<file path="src/rtl/mem_stage_controller_pkg.sv">
// Shared definitions for the MEM-stage controller: funct5/funct3 codes, FSM state
// encoding and the load/store lane helpers.
package mem_defs;

  localparam logic [4:0] ATOMIC_ADD   = 5'b00000;
  localparam logic [4:0] ATOMIC_SWAP  = 5'b00001;
  localparam logic [4:0] ATOMIC_LR    = 5'b00010;
  localparam logic [4:0] ATOMIC_SC    = 5'b00011;
  localparam logic [4:0] ATOMIC_XOR   = 5'b00100;
  localparam logic [4:0] ATOMIC_OR    = 5'b01000;
  localparam logic [4:0] ATOMIC_AND   = 5'b01100;
  localparam logic [4:0] ATOMIC_MIN   = 5'b10000;
  localparam logic [4:0] ATOMIC_MAX   = 5'b10100;
  localparam logic [4:0] ATOMIC_MINU  = 5'b11000;
  localparam logic [4:0] ATOMIC_MAXU  = 5'b11100;
  localparam logic [4:0] ATOMIC_NO_OP = 5'b11111;

  localparam logic [2:0] LEN_B  = 3'b000;
  localparam logic [2:0] LEN_H  = 3'b001;
  localparam logic [2:0] LEN_W  = 3'b010;
  localparam logic [2:0] LEN_BU = 3'b100;
  localparam logic [2:0] LEN_HU = 3'b101;

  typedef enum logic [2:0] {
    ST_IDLE   = 3'd0,
    ST_ACCESS = 3'd1,
    ST_AMO_RD = 3'd2,
    ST_AMO_WR = 3'd3,
    ST_DONE   = 3'd4
  } mem_state_t;

  function automatic logic is_misaligned(input logic [2:0] len, input logic [1:0] off);
    case (len)
      LEN_B, LEN_BU: return 1'b0;
      LEN_H, LEN_HU: return off[0];
      default:       return off != 2'b00;
    endcase
  endfunction

  function automatic logic [31:0] load_align(input logic [31:0] word, input logic [1:0] off,
                                             input logic [2:0] len);
    logic [31:0] sh;
    sh = word >> {off, 3'b000};
    case (len)
      LEN_B:   return {{24{sh[7]}}, sh[7:0]};
      LEN_BU:  return {24'h0, sh[7:0]};
      LEN_H:   return {{16{sh[15]}}, sh[15:0]};
      LEN_HU:  return {16'h0, sh[15:0]};
      default: return word;
    endcase
  endfunction

  function automatic logic [31:0] store_data(input logic [31:0] rs2, input logic [2:0] len);
    case (len)
      LEN_B, LEN_BU: return {4{rs2[7:0]}};
      LEN_H, LEN_HU: return {2{rs2[15:0]}};
      default:       return rs2;
    endcase
  endfunction

  function automatic logic [3:0] store_strb(input logic [1:0] off, input logic [2:0] len);
    case (len)
      LEN_B, LEN_BU: return 4'b0001 << off;
      LEN_H, LEN_HU: return 4'b0011 << off;
      default:       return 4'b1111;
    endcase
  endfunction

endpackage

</file>
<file path="src/rtl/mem_stage_controller_if.sv">
// Single-outstanding request/ready data bus between the MEM stage and data memory.
interface mem_stage_controller_if;
  logic        bus_req;
  logic        bus_we;
  logic [31:0] bus_addr;
  logic [31:0] bus_wdata;
  logic [3:0]  bus_wstrb;
  logic        bus_ready;
  logic [31:0] bus_rdata;

  modport master (
    output bus_req, bus_we, bus_addr, bus_wdata, bus_wstrb,
    input  bus_ready, bus_rdata
  );

  modport slave (
    input  bus_req, bus_we, bus_addr, bus_wdata, bus_wstrb,
    output bus_ready, bus_rdata
  );
endinterface

</file>
<file path="src/rtl/mem_stage_controller_amo_alu.sv">
// Combinational read-modify-write operator for RV32A AMOs: new = op(old, rs2).
module amo_alu
  import mem_defs::*;
(
  input  logic [31:0] old,
  input  logic [31:0] rs2,
  input  logic [4:0]  funct5,
  output logic [31:0] result
);

  always_comb begin
    result = old;
    case (funct5)
      ATOMIC_ADD:  result = old + rs2;
      ATOMIC_SWAP: result = rs2;
      ATOMIC_XOR:  result = old ^ rs2;
      ATOMIC_AND:  result = old & rs2;
      ATOMIC_OR:   result = old | rs2;
      ATOMIC_MIN:  result = ($signed(old) < $signed(rs2)) ? old : rs2;
      ATOMIC_MAX:  result = ($signed(old) > $signed(rs2)) ? old : rs2;
      ATOMIC_MINU: result = (old < rs2) ? old : rs2;
      ATOMIC_MAXU: result = (old > rs2) ? old : rs2;
      default:     result = old;
    endcase
  end

endmodule

</file>
<file path="src/rtl/mem_stage_controller.sv">
// MEM-stage data access sequencer: bus handshake, pipeline stall, load alignment.
// Define MEM_ATOMIC_EN to build AMO read-modify-write, LR/SC and the reservation.
//
// state     | meaning
// ST_IDLE   | decode pending op; stall while one is present
// ST_ACCESS | plain load/store, LR or SC write on the bus
// ST_AMO_RD | AMO read of the old word
// ST_AMO_WR | AMO write of op(old, rs2)
// ST_DONE   | result valid, stall released, always back to ST_IDLE
module mem_stage_controller
  import mem_defs::*;
(
  input  logic        clock,
  input  logic        reset_n,
  input  logic [31:0] mem_result,
  input  logic [31:0] mem_rs2_data_forwarded,
  input  logic        mem_mem_read,
  input  logic        mem_mem_write,
  input  logic [2:0]  mem_mem_op_length,
  input  logic [4:0]  mem_atomic_op,
  mem_stage_controller_if.master bus,
  output logic        mem_stall,
  output logic [31:0] mem_load_data,
  output logic        mem_misaligned
);

  mem_state_t state;
  logic       pending;
  logic       mis;
  logic       wr_access;
  logic [2:0] eff_len;

  assign pending = mem_mem_read | mem_mem_write;
  assign mis     = is_misaligned(eff_len, mem_result[1:0]);

`ifdef MEM_ATOMIC_EN
  logic        is_atomic, is_lr, is_sc, is_rmw;
  logic        resv_valid, resv_hit;
  logic [29:0] resv_addr;
  logic [31:0] amo_new;

  assign is_atomic = mem_atomic_op != ATOMIC_NO_OP;
  assign is_lr     = is_atomic && (mem_atomic_op == ATOMIC_LR);
  assign is_sc     = is_atomic && (mem_atomic_op == ATOMIC_SC);
  assign is_rmw    = is_atomic && !is_lr && !is_sc;
  // Atomics are always word accesses regardless of the funct3 presented.
  assign eff_len   = is_atomic ? LEN_W : mem_mem_op_length;
  assign wr_access = is_sc || (!is_atomic && mem_mem_write && !mem_mem_read);
  assign resv_hit  = resv_valid && (resv_addr == mem_result[31:2]);

  amo_alu u_amo_alu (
    .old    (bus.bus_rdata),
    .rs2    (mem_rs2_data_forwarded),
    .funct5 (mem_atomic_op),
    .result (amo_new)
  );

  always_ff @(posedge clock or negedge reset_n) begin
    if (!reset_n) begin
      resv_valid <= 1'b0;
      resv_addr  <= '0;
    end else if (state == ST_IDLE && pending && is_sc) begin
      resv_valid <= 1'b0;
    end else if (state == ST_ACCESS && bus.bus_ready && !bus.bus_we && is_lr) begin
      resv_valid <= 1'b1;
      resv_addr  <= mem_result[31:2];
    end else if (((state == ST_ACCESS && bus.bus_we) || state == ST_AMO_WR) && bus.bus_ready
                 && bus.bus_addr[31:2] == resv_addr) begin
      resv_valid <= 1'b0;
    end
  end
`else
  logic unused_atomic;
  assign unused_atomic = ^mem_atomic_op;
  assign eff_len       = mem_mem_op_length;
  assign wr_access     = mem_mem_write && !mem_mem_read;
`endif

  assign mem_stall = (state == ST_IDLE && pending) || state == ST_ACCESS
                     || state == ST_AMO_RD || state == ST_AMO_WR;

  always_ff @(posedge clock or negedge reset_n) begin
    if (!reset_n) begin
      state          <= ST_IDLE;
      bus.bus_req    <= 1'b0;
      bus.bus_we     <= 1'b0;
      bus.bus_addr   <= '0;
      bus.bus_wdata  <= '0;
      bus.bus_wstrb  <= '0;
      mem_load_data  <= '0;
      mem_misaligned <= 1'b0;
    end else begin
      mem_misaligned <= 1'b0;
      case (state)
        ST_IDLE: begin
          if (pending) begin
            if (mis) begin
              state          <= ST_DONE;
              mem_misaligned <= 1'b1;
              mem_load_data  <= '0;
            end
`ifdef MEM_ATOMIC_EN
            else if (is_sc && !resv_hit) begin
              state         <= ST_DONE;
              mem_load_data <= 32'd1;
            end else if (is_rmw) begin
              state         <= ST_AMO_RD;
              bus.bus_req   <= 1'b1;
              bus.bus_we    <= 1'b0;
              bus.bus_addr  <= {mem_result[31:2], 2'b00};
              bus.bus_wdata <= '0;
              bus.bus_wstrb <= '0;
            end
`endif
            else begin
              state         <= ST_ACCESS;
              bus.bus_req   <= 1'b1;
              bus.bus_we    <= wr_access;
              bus.bus_addr  <= {mem_result[31:2], 2'b00};
              bus.bus_wdata <= wr_access ? store_data(mem_rs2_data_forwarded, eff_len) : '0;
              bus.bus_wstrb <= wr_access ? store_strb(mem_result[1:0], eff_len) : '0;
            end
          end
        end
        ST_ACCESS: begin
          if (bus.bus_ready) begin
            state         <= ST_DONE;
            bus.bus_req   <= 1'b0;
            bus.bus_we    <= 1'b0;
            // Stores (and a successful SC) report 0.
            mem_load_data <= bus.bus_we ? '0
                                        : load_align(bus.bus_rdata, mem_result[1:0], eff_len);
          end
        end
`ifdef MEM_ATOMIC_EN
        ST_AMO_RD: begin
          if (bus.bus_ready) begin
            state         <= ST_AMO_WR;
            mem_load_data <= bus.bus_rdata;
            bus.bus_we    <= 1'b1;
            bus.bus_wdata <= amo_new;
            bus.bus_wstrb <= 4'b1111;
          end
        end
        ST_AMO_WR: begin
          if (bus.bus_ready) begin
            state       <= ST_DONE;
            bus.bus_req <= 1'b0;
            bus.bus_we  <= 1'b0;
          end
        end
`endif
        ST_DONE: state <= ST_IDLE;
        default: state <= ST_IDLE;
      endcase
    end
  end

endmodule

</file>
<file path="src/flat_wrapper.sv">
// flat-port wrapper written by rule: the top's interface ports become plain ports
module mem_stage_controller_flat import mem_defs::*;
  (clock, reset_n, mem_result, mem_rs2_data_forwarded, mem_mem_read, mem_mem_write, mem_mem_op_length, mem_atomic_op, mem_stall, mem_load_data, mem_misaligned, bus_bus_req, bus_bus_we, bus_bus_addr, bus_bus_wdata, bus_bus_wstrb, bus_bus_ready, bus_bus_rdata);
  mem_stage_controller_if bus_i ();
  input  logic clock;
  input  logic reset_n;
  input  logic [31:0] mem_result;
  input  logic [31:0] mem_rs2_data_forwarded;
  input  logic mem_mem_read;
  input  logic mem_mem_write;
  input  logic [2:0] mem_mem_op_length;
  input  logic [4:0] mem_atomic_op;
  output logic mem_stall;
  output logic [31:0] mem_load_data;
  output logic mem_misaligned;
  output wire logic [$bits(bus_i.bus_req)-1:0] bus_bus_req;
  output wire logic [$bits(bus_i.bus_we)-1:0] bus_bus_we;
  output wire logic [$bits(bus_i.bus_addr)-1:0] bus_bus_addr;
  output wire logic [$bits(bus_i.bus_wdata)-1:0] bus_bus_wdata;
  output wire logic [$bits(bus_i.bus_wstrb)-1:0] bus_bus_wstrb;
  input wire logic [$bits(bus_i.bus_ready)-1:0] bus_bus_ready;
  input wire logic [$bits(bus_i.bus_rdata)-1:0] bus_bus_rdata;
  assign bus_bus_req = bus_i.bus_req;
  assign bus_bus_we = bus_i.bus_we;
  assign bus_bus_addr = bus_i.bus_addr;
  assign bus_bus_wdata = bus_i.bus_wdata;
  assign bus_bus_wstrb = bus_i.bus_wstrb;
  assign bus_i.bus_ready = bus_bus_ready;
  assign bus_i.bus_rdata = bus_bus_rdata;
  mem_stage_controller u_core (.clock(clock), .reset_n(reset_n), .mem_result(mem_result), .mem_rs2_data_forwarded(mem_rs2_data_forwarded), .mem_mem_read(mem_mem_read), .mem_mem_write(mem_mem_write), .mem_mem_op_length(mem_mem_op_length), .mem_atomic_op(mem_atomic_op), .bus(bus_i), .mem_stall(mem_stall), .mem_load_data(mem_load_data), .mem_misaligned(mem_misaligned));
endmodule
</file>
<file path="config.mk">
export PLATFORM = sky130hd
export DESIGN_NAME = mem_stage_controller_flat
export DESIGN_NICKNAME = d
export VERILOG_FILES = /design/src/rtl/mem_stage_controller_pkg.sv /design/src/rtl/mem_stage_controller_if.sv /design/src/rtl/mem_stage_controller_amo_alu.sv /design/src/rtl/mem_stage_controller.sv /design/src/flat_wrapper.sv
export SDC_FILE = /design/constraint.sdc
export NUM_CORES = 1
export LEC_CHECK = 0
export BUFFER_PORTS_ARGS = -buffer_cell sky130_fd_sc_hd__buf_2
export CORE_ASPECT_RATIO = 1.75
export CORE_UTILIZATION = 51
export CTS_CLUSTER_SIZE = 14
export DETAILED_ROUTE_END_ITERATION = 16
export GPL_TIMING_DRIVEN = 0
export PLACE_DENSITY = 0.85
export SYNTH_ARGS = -nofsm -noshare
export SYNTH_HDL_FRONTEND = slang
export SYNTH_SLANG_ARGS = --single-unit
</file>
<file path="constraint.sdc">
create_clock -name clock -period 5.5 [get_ports clock]
set_input_delay 0.825 -clock clock [delete_from_list [all_inputs] [get_ports clock]]
set_output_delay 0.825 -clock clock [all_outputs]
set_load 0.02 [all_outputs]
</file>
==> reports/metrics.cfg, run 1 <==
[setup_path]
max_stage_delay_ps = 650
cp-end-kind = flip-flop
r2r_setup_slack_ps = 3480
crit_slowest_cell = o221ai_1
cp-start-kind = primary input
cpMostUsedCell = buf_2
worstReg2RegStart = u_core.state[2]
crit_chain = buf_2, buf_6, a21oi_1, o221ai_1, buf_2, mux2_2
required_ps = 5730
crit_start = mem_result[1]
worstPathMaxFanout = 10
reg2regPathDepth = 5
reg2reg_to = u_core.mem_load_data[26]
cp-endpoint = u_core.bus.bus_addr[13]
arrival_ps = 2640
critPathKind = in2reg

[synthesis]
ys_types = 40
synth.area.top_cells = dfrtp_1 (53%), mux2_2 (7.5%), mux2i_1 (6.0%), o31ai_1 (4.1%), a221o_2 (3.3%)
syn_area_um2 = 4820
postSynthAreaPerCell_um2 = 11.7
synth_seq_area_share = 0.535
yosysTopAreaCell = dfrtp_1
synthArstFlopShare = 1.00
synth_ff_type = dfrtp_1
synth_edf_count = 0
yosys_warnings = 0
ys_seq_elements = 103
netlist_instances = 412
synth_top_area_share = 0.535

[clock_network]
cts_sinks = 103
cts-hold-fix-buffers = 0
path_clk_slew_ps = 70
cts_made_buffers = 9
clk_latency_ps = 340
postCtsSetupBuffers = 0
root_buffer = clkbuf_16
htree_levels = 3
cts_tree = yes
clk_path_buf_depth = 2
cts-resized-gates = 0

[pwr]
internal_power_w = 0.00198
seq_power_share = 0.376
switchingPower_w = 0.00134
p_total_w = 0.00332
p_sw_frac = 0.404
peakVddDrop_mv = 0.240
p_leak_nw = 3.24
power.clock.fraction = 0.196
comb_power_share = 0.429
powerDensity_nw_per_um2 = 524

[placed_design]
place_congestion = 0.911
dp_cells = 738
io_buffers = 204
hpwl_um = 11300

[sta]
rsz0062_at_grt = false
fin_crit_sh = 0.438
max_slew_margin = 0.463
period_minus_slack_ps = 2410
hold_viol = 0
tightestPinTransition_ps = 806
finalSetupViolCount = 0
max_freq_ghz = 0.415
setup_tns_ps = 0
drv_slew = 0
fin_skew_ps = 5.47

[cells_and_area]
multi_input_area_um2 = 2060
fillCellCount = 732
seq_area_um2 = 2580
antenna_cells = 0
layout-drive-gt1-share = 0.450
final_nets = 738
area_delta_synth_final_pct = 31.4
fin_cells = 754

[global_route]
grt_max_degree = 74
globalRouteOverflowTotal = 0
antenna_found_initial = 0
grt_use_total = 0.300
grt_pass1_wl_um = 21700
grt_pass1_vias = 4391

[detailed_routing]
routed_wl_um = 14500
drtIter0Drc = 286
routed_via_density = 5.78
drc = 0
via_count = 4359
firstDrtPassIters = 4
avgRoutedWirePerCell_um = 19.2
ant_nets = 0

[die]
fp.dieH_um = 131
rows = 46
io-pin-count = 213
start_util = 0.530
die_w_um = 75.5
core_um2 = 9090
die_area_um2 = 9860

[min_path]
hold_class = in2async

[status]
outcome = finished clean

[run]
max_cap_violations = 0

==> per-layer routing <==
| layer | up-vias | global-route usage | wire length [um] |
|---|---|---|---|
| met5 | - | 0 | 0 |
| met4 | 0 | 0.141 | 519 |
| met3 | 41 | 0.0813 | 1080 |
| met2 | 239 | 0.545 | 7800 |
| met1 | 2106 | 0.308 | 5060 |
| li1 | 1973 | - | - |
==> metrics by stage <==
| step | hold WS, ps | util | setup slack (ps) | cell area [um2] |
|---|---|---|---|---|
| detailed placement | 465 | 0.662 | 2740 | 6020 |
| CTS | 424 | 0.696 | 3100 | 6330 |
| finish | 414 | 0.696 | 3090 | 6330 |
| global placement | 456 | 0.659 | 2610 | 5990 |
| floorplan | 529 | - | 3240 | 4820 |
| global route | 447 | 0.696 | 2980 | 6330 |
==> logic make-up (layout without fill, tap and decap cells) <==
family,after synthesis,count (layout),synth area share
other cells,1,2,0.000778
mux,62,62,0.138
buf+inv,39,260,0.0376
simple gates,89,89,0.0904
compound gates,118,118,0.198
flops,103,103,0.535
==> final cells by class <==
cell class / count / area share
flip-flops and latches: 103 / 0.407
plain buffers: 35 / 0.0263
clock buffers: 9 / 0.0356
well taps: 120 / 0.0237
inverters: 4 / 0.00237
clock inverters: 7 / 0.0130
repair buffers: 205 / 0.166
multi-input cells: 271 / 0.326
==> Yosys cell counts (3+ instances only) <==
master	count
a31oi_1	3
inv_1	4
buf_1	5
mux2_2	32
nor3b_1	8
a221o_1	9
a22o_1	12
a221o_2	14
nor2_1	27
a21oi_1	14
o31ai_1	26
dfrtp_1	103
o21ai_0	12
clkbuf_1	18
nand2_1	30
o2bb2ai_1	8
buf_4	3
nor2b_1	4
nand2b_1	11
a2bb2oi_1	12
buf_2	6
mux2i_1	29
==> power groups by stage <==
stage	combinational, W	clock (W)	sequential, W
global route	0.00153	0.000690	0.00129
global placement	0.00139	0	0.00123
finish	0.00142	0.000650	0.00125
CTS	0.00143	0.000659	0.00124
floorplan	0.000502	0	0.00162
detailed placement	0.00143	0	0.00125
==> worst max-delay path: cells and delay by family <==
| kind | cells | cell delay (ps) |
|---|---|---|
| mux | 1 | 380 |
| buf+inv | 3 | 640 |
| compound gates | 2 | 790 |
==> registers in the layout (all words and copies together) (netlist names) <==
register               cells
u_core.bus.bus_addr       30
u_core.mem_misaligned      1
u_core.bus.bus_wdata      32
u_core.state               2
u_core.mem_load_data      32
u_core.bus.bus_req         1
u_core.bus.bus_wstrb       4
u_core.bus.bus_we          1
==> cells in the final DEF, fill, tap and decap left out, drive strengths merged <==
cell      synthesis  layout
nor4bb            1       1
bufinv            0       1
or2               2       2
o31ai            26      26
a22oi             1       1
nor3              2       2
nand2            30      30
a2bb2oi          12      12
inv               4       5
o221ai            1       1
clkinv            0       3
nor2b             4       4
clkbuf           19      28
a2111oi           1       1
conb              1       2
mux2i            29      29
or3b              1       1
mux2             33      33
clkinvlp          0       2
o21ai            13      13
o32a              1       1
a21o              2       2
a32oi             1       1
nor4              1       1
and4bb            1       1
buf              16     221
nand3             1       1
nor2             27      27
nor3b             8       8
dfrtp           103     103
nand2b           11      11
a21oi            14      14
a22o             12      12
a221o            23      23
o2bb2ai           8       8
a31oi             3       3
==> worst min path at each step <==
| stage | startpoint | to | slack, ps | depth (start not counted) |
|---|---|---|---|---|
| after floorplan | reset_n | u_core.bus.bus_addr[10] | 530 | 0 |
| after global placement | u_core.bus.bus_wstrb[2] | u_core.bus.bus_wstrb[2] | 460 | 2 |
| after detailed placement | u_core.bus.bus_wdata[28] | u_core.bus.bus_wdata[28] | 460 | 2 |
| after CTS | reset_n | u_core.bus.bus_wdata[17] | 420 | 1 |
| after global routing | reset_n | u_core.bus.bus_wdata[4] | 450 | 1 |
| final | reset_n | u_core.bus.bus_wdata[18] | 410 | 1 |
Power figures use the tool's default switching activity.
==> run 2: changes to the inputs <==
CORE_UTILIZATION = 48   (was 51)
PLACE_DENSITY = 0.81   (was 0.85)
clock period = 2.35 ns   (was 5.5 ns; I/O delays follow)
==> reports/metrics.cfg, run 2 (same netlist as run 1, synthesis figures left out) <==
[setup_path]
crit_slowest_cell = a2111oi_4
cp-end-kind = flip-flop
r2r_setup_slack_ps = 340  ; -3140 ps
path_buf_inv = 1  ; -2
reg2reg_to = u_core.mem_load_data[26]
reg2regPathDepth = 5  ; unchanged
required_ps = 2640  ; -3090 ps
crit_chain = nand2b_1, or3b_4, a2111oi_4, buf_6, a221o_1
worstReg2RegStart = u_core.state[2]
arrival_ps = 2290  ; -350 ps
critPathTopFamily = compound AO/OA/AOI/OAI gates
max_stage_delay_ps = 580  ; -70 ps
worstPathMaxFanout = 10  ; unchanged
cp-start-kind = flip-flop
critPathKind = reg2reg

[clock_network]
root_buffer = clkbuf_16
postCtsSetupBuffers = 0  ; unchanged
path_clk_slew_ps = 70  ; about the same
cts_tree = yes
cts_made_buffers = 9  ; unchanged
clk_path_buf_depth = 2  ; unchanged
clk_latency_ps = 350  ; about the same
htree_levels = 3  ; unchanged
cts_sinks = 103  ; unchanged

[cells_and_area]
reg_top3 = u_core.bus.bus_wdata: 32 flops, u_core.mem_load_data: 32 flops, u_core.bus.bus_addr: 30 flops
final_nets = 739  ; +0.14%
final_common_cell = buf_2
layout_common_cells = buf_2 (209), dfrtp_1 (103), mux2_2 (32), nand2_1 (30), mux2i_1 (29)
design_area_um2 = 6350  ; +0.34%
antenna_cells = 0  ; unchanged
layout-drive-gt1-share = 0.449  ; -0.000708
area_delta_synth_final_pct = 31.8
utilization = 0.649  ; -0.0473

[placed_design]
placed_cell_area_um2 = 6030  ; +0.10%
hpwl_um = 11400  ; +1.7%
io_buffers = 204  ; unchanged
place_congestion = 0.927  ; +1.8%

[pwr]
peakVddDrop_mv = 0.566  ; +140%
p_leak_nw = 3.26  ; +0.45%
p_total_w = 0.00781  ; +140%
powerDensity_nw_per_um2 = 1230  ; +130%

[run]
max_cap_violations = 0  ; unchanged

[global_route]
grt_use_total = 0.284  ; -0.0155
globalRouteOverflowTotal = 0  ; unchanged
grt_pass1_vias = 4392  ; +0.023%
antenna_found_initial = 0  ; unchanged
grt_pass1_wl_um = 22500  ; +3.5%
grt_max_degree = 71  ; -4.1%

[sta]
drv_slew = 0  ; unchanged
tightestPinTransition_ps = 762  ; -43.8 ps
setup_tns_ps = 0  ; unchanged
max_slew_margin = 0.492  ; +0.0292
whs_ps = 233  ; -181 ps
fin_crit_sh = 0.854
max_freq_ghz = 0.498
rsz0062_at_grt = false
hold_viol = 0  ; unchanged
period_minus_slack_ps = 2010
fin_skew_ps = 4.90  ; -0.572 ps
finalSetupViolCount = 0  ; unchanged

[detailed_routing]
ant_nets = 0  ; unchanged
routed_wl_um = 14700  ; +1.7%
firstDrtPassIters = 5  ; +1
drc = 0  ; unchanged
via_count = 4358  ; -0.023%
routed_via_density = 5.73  ; -0.81%
avgRoutedWirePerCell_um = 19.4  ; +0.88%
drtIter0Drc = 192  ; -33%

[die]
io-pin-count = 213  ; unchanged
die_area_um2 = 10500  ; +6.1%
die_w_um = 77.7  ; +3.0%
fp.dieH_um = 135  ; +3.0%
core_um2 = 9790  ; +7.7%
rows = 48  ; +4.3%
start_util = 0.492  ; -0.0377

[min_path]
whs_path_depth = 2
hold_class = in2reg
min_to = u_core.bus.bus_addr[20]
worstHoldStart = mem_result[20]

[status]
outcome = finished clean

[run 2: changes by cell type in the layout (fill, tap and decap cells not counted), sizes merged]
cell,previous run,this run
clkinv,3,2
dlygate4sd3,0,1
clkbuf,28,29
inv,5,7
clkinvlp,2,0
[run 2: worst max-delay path by stage]
stage / start / end / slack (ps) / depth (start not counted)
finish: u_core.state[2] / u_core.mem_load_data[26] / 340 / 5
global route: u_core.state[2] / u_core.mem_load_data[19] / 270 / 5
CTS: u_core.state[2] / u_core.mem_load_data[26] / 340 / 5
detailed placement: mem_result[1] / u_core.bus.bus_addr[15] / 80 / 6
global placement: reset_n / u_core.mem_load_data[28] / -120 / 1
floorplan: mem_result[1] / u_core.mem_load_data[17] / 560 / 6
[run 2: metrics by stage]
stage               std cells  setup WS (ps)
floorplan                 413            563
global placement          742           -116
detailed placement        743           83.8
CTS                       760            338
global route              760            266
finish                    760            342
[run 2: timing repair]
item | in CTS | in global routing
resized for setup | 0 | 0
hold endpoints to repair | 33 | 0
hold buffers | 1 | 0
[run 2: layout make-up]
cell class / count / area (um2)
sequential: 103 / 2580
timing repair buffer: 206 / 1060
tap: 125 / 156
inverter: 4 / 15.0
clock inverter: 6 / 73.8
buffer: 35 / 166
clock buffer: 10 / 239
fill: 806 / 3440
multi-input combinational: 271 / 2060
[run 2: worst reg2reg max path, stage by stage (launching register included)]
cell	delay, ps
dfrtp_1	430
nand2b_1	170
or3b_4	430
a2111oi_4	580
buf_6	220
a221o_1	120
[run 2: metal layers]
layer	vias up	track usage	routed length [um]
met1	2112	0.297	5180
met5	-	0	0
met3	42	0.0426	973
met4	0	0.149	570
met2	241	0.538	7990
li1	1963	-	-
[run 2: report_power, final]
| group | switching [W] | internal, W | total (W) |
|---|---|---|---|
| Sequential | 0.000409 | 0.00251 | 0.00291 |
| Combinational | 0.00205 | 0.00128 | 0.00334 |
| Clock | 0.000691 | 0.000871 | 0.00156 |
| Total | 0.00315 | 0.00466 | 0.00781 |
